==> src/rtl/soc_run_pkg.sv <==
// Shared types and constants for the SoC run controller.
package soc_run_pkg;

    localparam int STATE_W   = 3;
    localparam int DEF_CNT_W = 32;

    localparam logic [DEF_CNT_W-1:0] CNT_ONES = '1;

    typedef enum logic [STATE_W-1:0] {
        ST_IDLE    = 3'd0,
        ST_RESET   = 3'd1,
        ST_RUN     = 3'd2,
        ST_DONE    = 3'd3,
        ST_TIMEOUT = 3'd4
    } state_e;

endpackage

==> src/rtl/soc_run_if.sv <==
// Control/status bundle between the run controller (slave) and its driver (master).
interface soc_run_if
    import soc_run_pkg::*;
#(
    parameter int CNT_W = DEF_CNT_W
) ();

    logic               start_i;
    logic               halt_i;
    logic               instret_i;
    logic               core_rst_o;
    logic               core_en_o;
    logic               running_o;
    logic               done_o;
    logic               timeout_o;
    logic [CNT_W-1:0]   cycle_cnt_o;
    logic [CNT_W-1:0]   instret_cnt_o;
    logic [STATE_W-1:0] state_o;

    modport slave (
        input  start_i, halt_i, instret_i,
        output core_rst_o, core_en_o, running_o, done_o, timeout_o,
               cycle_cnt_o, instret_cnt_o, state_o
    );

    modport master (
        output start_i, halt_i, instret_i,
        input  core_rst_o, core_en_o, running_o, done_o, timeout_o,
               cycle_cnt_o, instret_cnt_o, state_o
    );

endinterface

==> src/rtl/soc_run_ctrl_sat_counter.sv <==
// Up-counter with synchronous clear that sticks at all-ones instead of wrapping.
module sat_counter
    import soc_run_pkg::*;
#(
    parameter int W = DEF_CNT_W
) (
    input  logic         clk,
    input  logic         rst,
    input  logic         clr,
    input  logic         inc,
    output logic [W-1:0] q
);

    // All-ones at any W, built from the package saturation pattern.
    localparam logic [W-1:0] ONES = {W{CNT_ONES[0]}};

    logic [W-1:0] q_q, q_d;

    // NOTE: default assignment first so no path through the block leaves q_d unassigned (no latch).
    always_comb begin
        q_d = q_q;
        if (clr) begin
            q_d = '0;
        end else if (inc && (q_q != ONES)) begin
            q_d = q_q + W'(1);
        end
    end

    always_ff @(posedge clk or posedge rst) begin
        if (rst) begin
            q_q <= '0;
        end else begin
            q_q <= q_d;
        end
    end

    assign q = q_q;

endmodule

==> src/rtl/soc_run_ctrl.sv <==
// Run controller: sequences core reset release, runs the core, counts cycles and
// retired instructions, and ends the run on halt or cycle-budget expiry.
module soc_run_ctrl
    import soc_run_pkg::*;
#(
    parameter int RST_CYCLES = 5,
    parameter int MAX_CYCLES = 2100,
    parameter int CNT_W      = DEF_CNT_W,
    parameter bit AUTO_START = 1'b1
) (
    input  logic     clk,
    input  logic     rst,
    soc_run_if.slave bus
);

    localparam int               RST_LOAD = (RST_CYCLES < 1) ? 1 : RST_CYCLES;
    localparam int               RC_W     = $clog2(RST_LOAD + 1);
    localparam logic [CNT_W-1:0] LAST_CYC = CNT_W'(MAX_CYCLES - 1);

    state_e           state_q;
    logic [RC_W-1:0]  rst_cnt_q;
    logic             core_rst_q, core_en_q, running_q, done_q, timeout_q;
    logic [CNT_W-1:0] cycle_cnt, instret_cnt;
    logic             in_run, go_reset, timeout_hit;

    assign in_run      = (state_q == ST_RUN);
    assign timeout_hit = (MAX_CYCLES != 0) && (cycle_cnt == LAST_CYC);

    // Only IDLE honours AUTO_START; a finished run needs an explicit start.
    always_comb begin
        go_reset = 1'b0;
        case (state_q)
            ST_IDLE:             go_reset = AUTO_START || bus.start_i;
            ST_DONE, ST_TIMEOUT: go_reset = bus.start_i;
            default:             go_reset = 1'b0;
        endcase
    end

    sat_counter #(.W(CNT_W)) u_cycle_cnt (
        .clk (clk),
        .rst (rst),
        .clr (go_reset),
        .inc (in_run),
        .q   (cycle_cnt)
    );

    sat_counter #(.W(CNT_W)) u_instret_cnt (
        .clk (clk),
        .rst (rst),
        .clr (go_reset),
        .inc (in_run && bus.instret_i),
        .q   (instret_cnt)
    );

    // NOTE: sequential state uses non-blocking assignments so every register samples pre-edge values.
    always_ff @(posedge clk or posedge rst) begin
        if (rst) begin
            state_q    <= ST_IDLE;
            rst_cnt_q  <= '0;
            core_rst_q <= 1'b1;
            core_en_q  <= 1'b0;
            running_q  <= 1'b0;
            done_q     <= 1'b0;
            timeout_q  <= 1'b0;
        end else begin
            case (state_q)
                ST_IDLE, ST_DONE, ST_TIMEOUT: begin
                    if (go_reset) begin
                        state_q    <= ST_RESET;
                        rst_cnt_q  <= RC_W'(RST_LOAD);
                        core_rst_q <= 1'b1;
                        core_en_q  <= 1'b0;
                        running_q  <= 1'b0;
                        done_q     <= 1'b0;
                        timeout_q  <= 1'b0;
                    end
                end
                ST_RESET: begin
                    rst_cnt_q <= rst_cnt_q - RC_W'(1);
                    if (rst_cnt_q <= RC_W'(1)) begin
                        state_q    <= ST_RUN;
                        core_rst_q <= 1'b0;
                        core_en_q  <= 1'b1;
                        running_q  <= 1'b1;
                    end
                end
                ST_RUN: begin
                    if (bus.halt_i) begin
                        state_q   <= ST_DONE;
                        core_en_q <= 1'b0;
                        running_q <= 1'b0;
                        done_q    <= 1'b1;
                    end else if (timeout_hit) begin
                        state_q   <= ST_TIMEOUT;
                        core_en_q <= 1'b0;
                        running_q <= 1'b0;
                        timeout_q <= 1'b1;
                    end
                end
                default: begin
                    state_q    <= ST_IDLE;
                    core_rst_q <= 1'b1;
                    core_en_q  <= 1'b0;
                    running_q  <= 1'b0;
                    done_q     <= 1'b0;
                    timeout_q  <= 1'b0;
                end
            endcase
        end
    end

    assign bus.core_rst_o    = core_rst_q;
    assign bus.core_en_o     = core_en_q;
    assign bus.running_o     = running_q;
    assign bus.done_o        = done_q;
    assign bus.timeout_o     = timeout_q;
    assign bus.cycle_cnt_o   = cycle_cnt;
    assign bus.instret_cnt_o = instret_cnt;
    assign bus.state_o       = state_q;

endmodule

==> src/flat_wrapper.sv <==
// flat-port wrapper written by rule: the top's interface ports become plain ports
module soc_run_ctrl_flat import soc_run_pkg::*;
#(
    parameter int RST_CYCLES = 5,
    parameter int MAX_CYCLES = 2100,
    parameter int CNT_W      = DEF_CNT_W,
    parameter bit AUTO_START = 1'b1
)
  (clk, rst, bus_start_i, bus_halt_i, bus_instret_i, bus_core_rst_o, bus_core_en_o, bus_running_o, bus_done_o, bus_timeout_o, bus_cycle_cnt_o, bus_instret_cnt_o, bus_state_o);
  soc_run_if #(.CNT_W(CNT_W)) bus_i ();
  input  logic clk;
  input  logic rst;
  input wire logic [$bits(bus_i.start_i)-1:0] bus_start_i;
  input wire logic [$bits(bus_i.halt_i)-1:0] bus_halt_i;
  input wire logic [$bits(bus_i.instret_i)-1:0] bus_instret_i;
  output wire logic [$bits(bus_i.core_rst_o)-1:0] bus_core_rst_o;
  output wire logic [$bits(bus_i.core_en_o)-1:0] bus_core_en_o;
  output wire logic [$bits(bus_i.running_o)-1:0] bus_running_o;
  output wire logic [$bits(bus_i.done_o)-1:0] bus_done_o;
  output wire logic [$bits(bus_i.timeout_o)-1:0] bus_timeout_o;
  output wire logic [$bits(bus_i.cycle_cnt_o)-1:0] bus_cycle_cnt_o;
  output wire logic [$bits(bus_i.instret_cnt_o)-1:0] bus_instret_cnt_o;
  output wire logic [$bits(bus_i.state_o)-1:0] bus_state_o;
  assign bus_i.start_i = bus_start_i;
  assign bus_i.halt_i = bus_halt_i;
  assign bus_i.instret_i = bus_instret_i;
  assign bus_core_rst_o = bus_i.core_rst_o;
  assign bus_core_en_o = bus_i.core_en_o;
  assign bus_running_o = bus_i.running_o;
  assign bus_done_o = bus_i.done_o;
  assign bus_timeout_o = bus_i.timeout_o;
  assign bus_cycle_cnt_o = bus_i.cycle_cnt_o;
  assign bus_instret_cnt_o = bus_i.instret_cnt_o;
  assign bus_state_o = bus_i.state_o;
  soc_run_ctrl #(.RST_CYCLES(RST_CYCLES), .MAX_CYCLES(MAX_CYCLES), .CNT_W(CNT_W), .AUTO_START(AUTO_START)) u_core (.clk(clk), .rst(rst), .bus(bus_i));
endmodule
==> config.mk <==
export PLATFORM = sky130hd
export DESIGN_NAME = soc_run_ctrl_flat
export DESIGN_NICKNAME = d
export VERILOG_FILES = /design/src/rtl/soc_run_pkg.sv /design/src/rtl/soc_run_if.sv /design/src/rtl/soc_run_ctrl_sat_counter.sv /design/src/rtl/soc_run_ctrl.sv /design/src/flat_wrapper.sv
export SDC_FILE = /design/constraint.sdc
export NUM_CORES = 1
export LEC_CHECK = 0
export ABC_CLOCK_PERIOD_IN_PS = 5800
export BUFFER_PORTS_ARGS = -buffer_cell sky130_fd_sc_hd__buf_2
export CORE_ASPECT_RATIO = 0.5
export CORE_MARGIN = 5
export CORE_UTILIZATION = 61
export CTS_CLUSTER_DIAMETER = 150
export DETAILED_ROUTE_END_ITERATION = 12
export HOLD_SLACK_MARGIN = 0.12
export PLACE_DENSITY = 0.86
export SYNTH_ARGS = -nofsm -noshare
export SYNTH_HDL_FRONTEND = slang
export SYNTH_HIERARCHICAL = 1
export SYNTH_SLANG_ARGS = --single-unit
==> constraint.sdc <==
create_clock -name clk -period 5.8 [get_ports clk]
set_input_delay 1.74 -clock clk [delete_from_list [all_inputs] [get_ports clk]]
set_output_delay 1.74 -clock clk [all_outputs]
set_load 0.01 [all_outputs]
# Yosys cells after proc, flatten, opt, wreduce, memory -nomap -nowiden
# Cells that the tools add are included.
[classes] add_sub_neg=3 mux=25 reduce_logical=14 order_cmp=1 n_eq_ne=13 bitwise=2
[ops] operator="$mux W32" n=4
[ops] operator="$add A32 B1 Y32 const B" n=2
[ops] operator="$ne A32 B32 Y1 const B" n=2
[ops] operator="$eq A32 B12 Y1 const B" n=1
[ops] operator="$mux W3" n=5
[ops] operator="$pmux W1 S3" n=4
[ops] operator="$mux W1" n=9
[ops] operator="$pmux W3 S3" n=1
[ops] operator="$reduce_and A3 Y1" n=3
[ops] operator="$eq A3 B2 Y1 const B" n=2
[ops] operator="$ne A2 B2 Y1 const B" n=3
[ops] operator="$pmux W3 S2" n=1
[ops] operator="$reduce_bool A2 Y1" n=3
[ops] operator="$ne A2 B1 Y1 const B" n=2
[ops] operator="$reduce_and A4 Y1" n=1
[ops] operator="$eq A3 B1 Y1 const B" n=1
[ops] operator="$eq A3 B3 Y1 const B" n=1
[ops] operator="$le A3 B1 Y1 const B" n=1
[ops] operator="$logic_and A1 B1 Y1" n=3
[ops] operator="$logic_not A3 Y1" n=1
[ops] operator="$ne A3 B3 Y1 const B" n=1
[ops] operator="$reduce_or A3 Y1" n=1
[ops] operator="$sub A3 B1 Y3 const B" n=1
[ops] operator="$not A1 Y1" n=2
[ops] operator="3 further kinds" n=3
[word_totals] output_inout_bits=72 elab_cells=66 in_bits=5 regBits=74

# Logic depth before layout (Yosys ltp)
[depth] ltp_word=5 ltp_mapped=10 depth_no_buf=8

# Cells and area by module
# Netlist, hierarchy kept.
[modules_own_cells] mod="sat_counter (u_core.u_cycle_cnt)" n_inst=1 area_per_inst_um2=1826.8 cells_each=195 seq_area_each_um2=800.8
[modules_own_cells] mod="sat_counter (u_core.u_instret_cnt)" n_inst=1 area_per_inst_um2=1740.4 cells_each=186 seq_area_each_um2=800.8
[modules_own_cells] mod="soc_run_ctrl" n_inst=1 area_per_inst_um2=706.9 cells_each=79 seq_area_each_um2=251.5

# Worst setup path before layout
# Ideal clock, no wire load.
[synth_timing] path_type="in2reg" start="input bus_instret_i" end="register u_core.u_instret_cnt.q_q[19] (netlist: u_core/u_instret_cnt/q[19])" t_required_ns=5.722 arrival_ns=3.237 setup_time_ns=0.078 slack_ns=2.485 n_path_buf=1 path_stages=7 path_cell_list="and2_1 -> nand4_1 -> nor3_1 -> o311ai_1 -> buf_2 -> or4_1 -> a21oi_1"
[synth_between] elab_chain_len=3
[synth_rtl] element="start, declared" line_no="flat_wrapper.sv:15" text="input wire logic [$bits(bus_i.instret_i)-1:0] bus_instret_i;"
[synth_rtl] element="$logic_and A1 B1 Y1" line_no="soc_run_ctrl.sv:51" text=".inc (in_run && bus.instret_i),"
[synth_rtl] element="$logic_and A1 B1 Y1" line_no="soc_run_ctrl_sat_counter.sv:24" text="end else if (inc && (q_q != ONES)) begin"
[synth_rtl] element="$reduce_bool A2 Y1 (no line)"
[synth_rtl] element="end signal, assigned" line_no="soc_run_ctrl_sat_counter.sv:33" text="q_q <= q_d;"
[synth_rtl] element="end, declared" line_no="soc_run_ctrl_sat_counter.sv:17" text="logic [W-1:0] q_q, q_d;"
# Every way passes these cells.
# A chain may end at the register's enable or synchronous reset.

# Worst setup path after layout
[layout_timing] start="input bus_instret_i" end="register u_core.u_instret_cnt.q_q[27] (netlist: u_core/u_instret_cnt/q[27])"
# Same word-level chain as after synthesis.

==> run metrics <==
CTS root buffer=clkbuf_16; final worst-path cycle share=57.0%; DRC=0; combinational power share=25.3%; top cells by count, synth=73 x dfrtp_1, 51 x a21oi_1, 38 x nor2_1; clk slew on worst S/H paths=0.05 ns; Clock Power Share=32.9%; CTS tree=done; main area contributors after synthesis=dfrtp_1 43%, a21oi_1 6.0%, o31ai_1 4.2%; P&R area growth vs syn=16.3%; #FFs+latches synth=74; CP startpoint kind=input pin; Site Rows=21; final number of max-transition violations=0; htree depth=3; core footprint=6750 µm²; delay-heaviest family, CP=simple AND/OR/NAND/NOR gates; die area=8880 µm²; Final GP Congestion=0.843; vias in the first global route=3670; post-synth cell types=60; final setup fails=0; Initial Utilization=63.3%; synthesized instance count=460; CTS hold repair buffers=0; Die Y=69.2 µm; CP Capture Type=flip-flop; worst reg2reg path depth=9; area share of the largest cell type after synthesis=42.7%; Async S/R FF share, synth=100%; Internal Power=0.000970 W; r2r endpoint=u_core/u_instret_cnt/q[27]$_DFFE_PP0P_; io pins=77; pre-CTS setup slack=2.19 ns; Fin Hold WS=0.472 ns; most area-hungry cell type in the Yosys netlist=dfrtp_1; Mapped Area=4270 µm²; Worst path slowest cell=or4_1; DR vias/cell=6.39; Fin. Hold Viols=0; antenna violations before repair=0; Hold/Removal Path Class=reg -> reg; R2R Setup Slk=2.84 ns; first-pass iteration count of the detailed router=5; GRT Overall Usage=24.2%; number of diodes=0; Die Width=128 µm; max cap viols=0; post-CTS sizing=0; sequential share of the synthesized area=43.4%; final antenna-violating net count=0; Final Worst Setup Slack=2.50 ns; synth warn=6; CP Cell Sequence=buf_2 -> and2_1 -> nand4_1 -> nor3_1 -> o311ai_1 -> buf_4 -> or4_1 -> a21oi_1; Rel. slew slack=23.5%; I/O Buffers=76; Post-Syn Nets=468; vias=3992; worst slew pin tran=1.15 ns; RSZ-0062 raised after global routing=false; Avg Inst Size Synth=9.29 µm²; leakage=2.17 nW; reg2reg start=u_core/bus.state_o[1]$_DFFE_PP0P_; Top FF cell, synth=dfrtp_1; worst skew pair latency=0.33 ns; Peak Freq=0.303 GHz; Post-synth EDFFs=0; global-route wire length before repair=17800 µm; hold path depth=1; outcome=completed; CP startpoint=bus_instret_i; CP Depth=8; CTS buffer count=9; layout cells sized above 1=22.0%; CP peak stage delay=0.50 ns; cell with the most instances after synthesis=dfrtp_1; Total Nets Final=540; CP max FO=15; largest net degree at the start of global routing=39; crit path to=u_core/u_instret_cnt/q[27]$_DFFE_PP0P_; drt wl/cell=16.7 µm; Switching Share=33.1%; worst path buffer plus inverter count=2; CTS sink cnt=74; critical path class=in -> reg; Routed WL=10400 µm; setup repair bufs after CTS=0; power share of the sequential group=41.8%; gr ovfl total=0; initial drt markers=399; CTS max path bufs=2; DP HPWL=7030 µm; Setup TNS=0 ns; Net Sw Power=0.000481 W; PD cells=292 nW/µm²; fin crit period=3.30 ns; clock skew=0.00827 ns; VDD IR-drop max=0.219 mV; Worst Path Required=6.05 ns; Worst EP arrival=3.55 ns
-- power by group through the flow --
stage	clock network [W]	registers, W	logic [W]
6_report	0.000477	0.000607	0.000367
5_1_grt	0.000511	0.000615	0.000411
4_1_cts	0.000485	0.000607	0.000367
3_5_place_dp	0	0.000615	0.000365
3_3_place_gp	0	0.000613	0.000359
2_1_floorplan	0	0.000604	0.000276
-- sequential cells by signal, summed over array words and instances, names as in the netlist --
name and flops:
u_core/u_cycle_cnt/q 32, u_core/u_instret_cnt/q 32, u_core/bus.state_o 3, u_core/rst_cnt_q 3, u_core/bus.core_rst_o 1, u_core/bus.done_o 1, u_core/bus.running_o 1, u_core/bus.timeout_o 1
-- worst register-to-register path: stages (launching register included) --
cell      delay [ns]
dfrtp_1         0.62
nand2b_1        0.28
nor2_1          0.21
and2_1          0.22
nand4_1         0.26
nor3_1          0.30
o311ai_1        0.13
buf_4           0.20
or4_1           0.51
a21oi_1         0.17
-- layout make-up --
| class | count | area, µm² |
|---|---|---|
| sequential | 74 | 1850 |
| inverter | 18 | 67.6 |
| multi-input combinational | 348 | 2270 |
| timing repair buffer | 81 | 418 |
| tap | 92 | 115 |
| fill | 537 | 1780 |
| clock inverter | 1 | 5.00 |
| clock buffer | 11 | 243 |
-- worst min-delay path by stage --
| stage | start | slack, ns | endpoint |
|---|---|---|---|
| after floorplan | u_core/rst_cnt_q[0]$_DFFE_PP0P_ | 0.44 | u_core/rst_cnt_q[0]$_DFFE_PP0P_ |
| after global placement | u_core/rst_cnt_q[0]$_DFFE_PP0P_ | 0.46 | u_core/rst_cnt_q[0]$_DFFE_PP0P_ |
| after detailed placement | u_core/rst_cnt_q[0]$_DFFE_PP0P_ | 0.46 | u_core/rst_cnt_q[0]$_DFFE_PP0P_ |
| after CTS | u_core/rst_cnt_q[0]$_DFFE_PP0P_ | 0.47 | u_core/rst_cnt_q[0]$_DFFE_PP0P_ |
| after global routing | u_core/rst_cnt_q[0]$_DFFE_PP0P_ | 0.50 | u_core/rst_cnt_q[0]$_DFFE_PP0P_ |
| final | u_core/rst_cnt_q[0]$_DFFE_PP0P_ | 0.47 | u_core/rst_cnt_q[0]$_DFFE_PP0P_ |
-- routing by layer --
layer	track usage (%)	up-vias	part of all wire [%]
li1	-	1890	-
met1	33.5	1940	44
met2	38.4	148	48
met3	6.92	14	6.5
met4	4.71	0	0.83
met5	0	-	0
-- through the flow --
| stage | cells | cell area [µm²] | total power [W] | util [%] |
|---|---|---|---|---|
| finish | 625 | 4970 | 0.00145 | 73.6 |
| CTS | 625 | 4970 | 0.00146 | 73.6 |
| floorplan | 460 | 4270 | 0.000880 | - |
| global placement | 613 | 4720 | 0.000972 | 69.9 |
| detailed placement | 613 | 4720 | 0.000980 | 69.9 |
| global route | 625 | 4970 | 0.00154 | 73.6 |
-- kinds of logic after synthesis --
kind of cell	after synthesis	synth area share, %
AO/OA/AOI/OAI	125	18.7
adder cells (fa/ha/maj)	3	0.878
flip-flops	74	43.4
XOR/XNOR	15	3.07
buffers and inverters	38	3.98
AND/OR/NAND/NOR	201	29.0
multiplexers	4	0.995
-- placed cells by master (no fill, tap or decap), types with 3 or more instances in the layout --
cell type  Yosys  final
nand3_1       19     19
inv_1         18     18
ha_1           3      3
and4_1         5      5
nor2_1        38     38
and2_1         4      4
xnor2_1        7      7
nand2_1       28     28
xor2_1         8      8
o211ai_1       3      3
o31ai_1       24     24
a21oi_1       51     51
and3_1         3      3
clkbuf_16      0      9
nand4_1       15     15
o2111ai_1      3      3
buf_4          1      5
or3_1         23     23
o21ai_1        3      3
nand2b_1       5      5
nor3_1         7      7
dfrtp_1       73     73
nor4_1         6      6
nor4_2         7      7
o21ai_0       23     23
or4_1         23     23
buf_2          7     76
No activity file was read; power rests on OpenSTA's default activity.
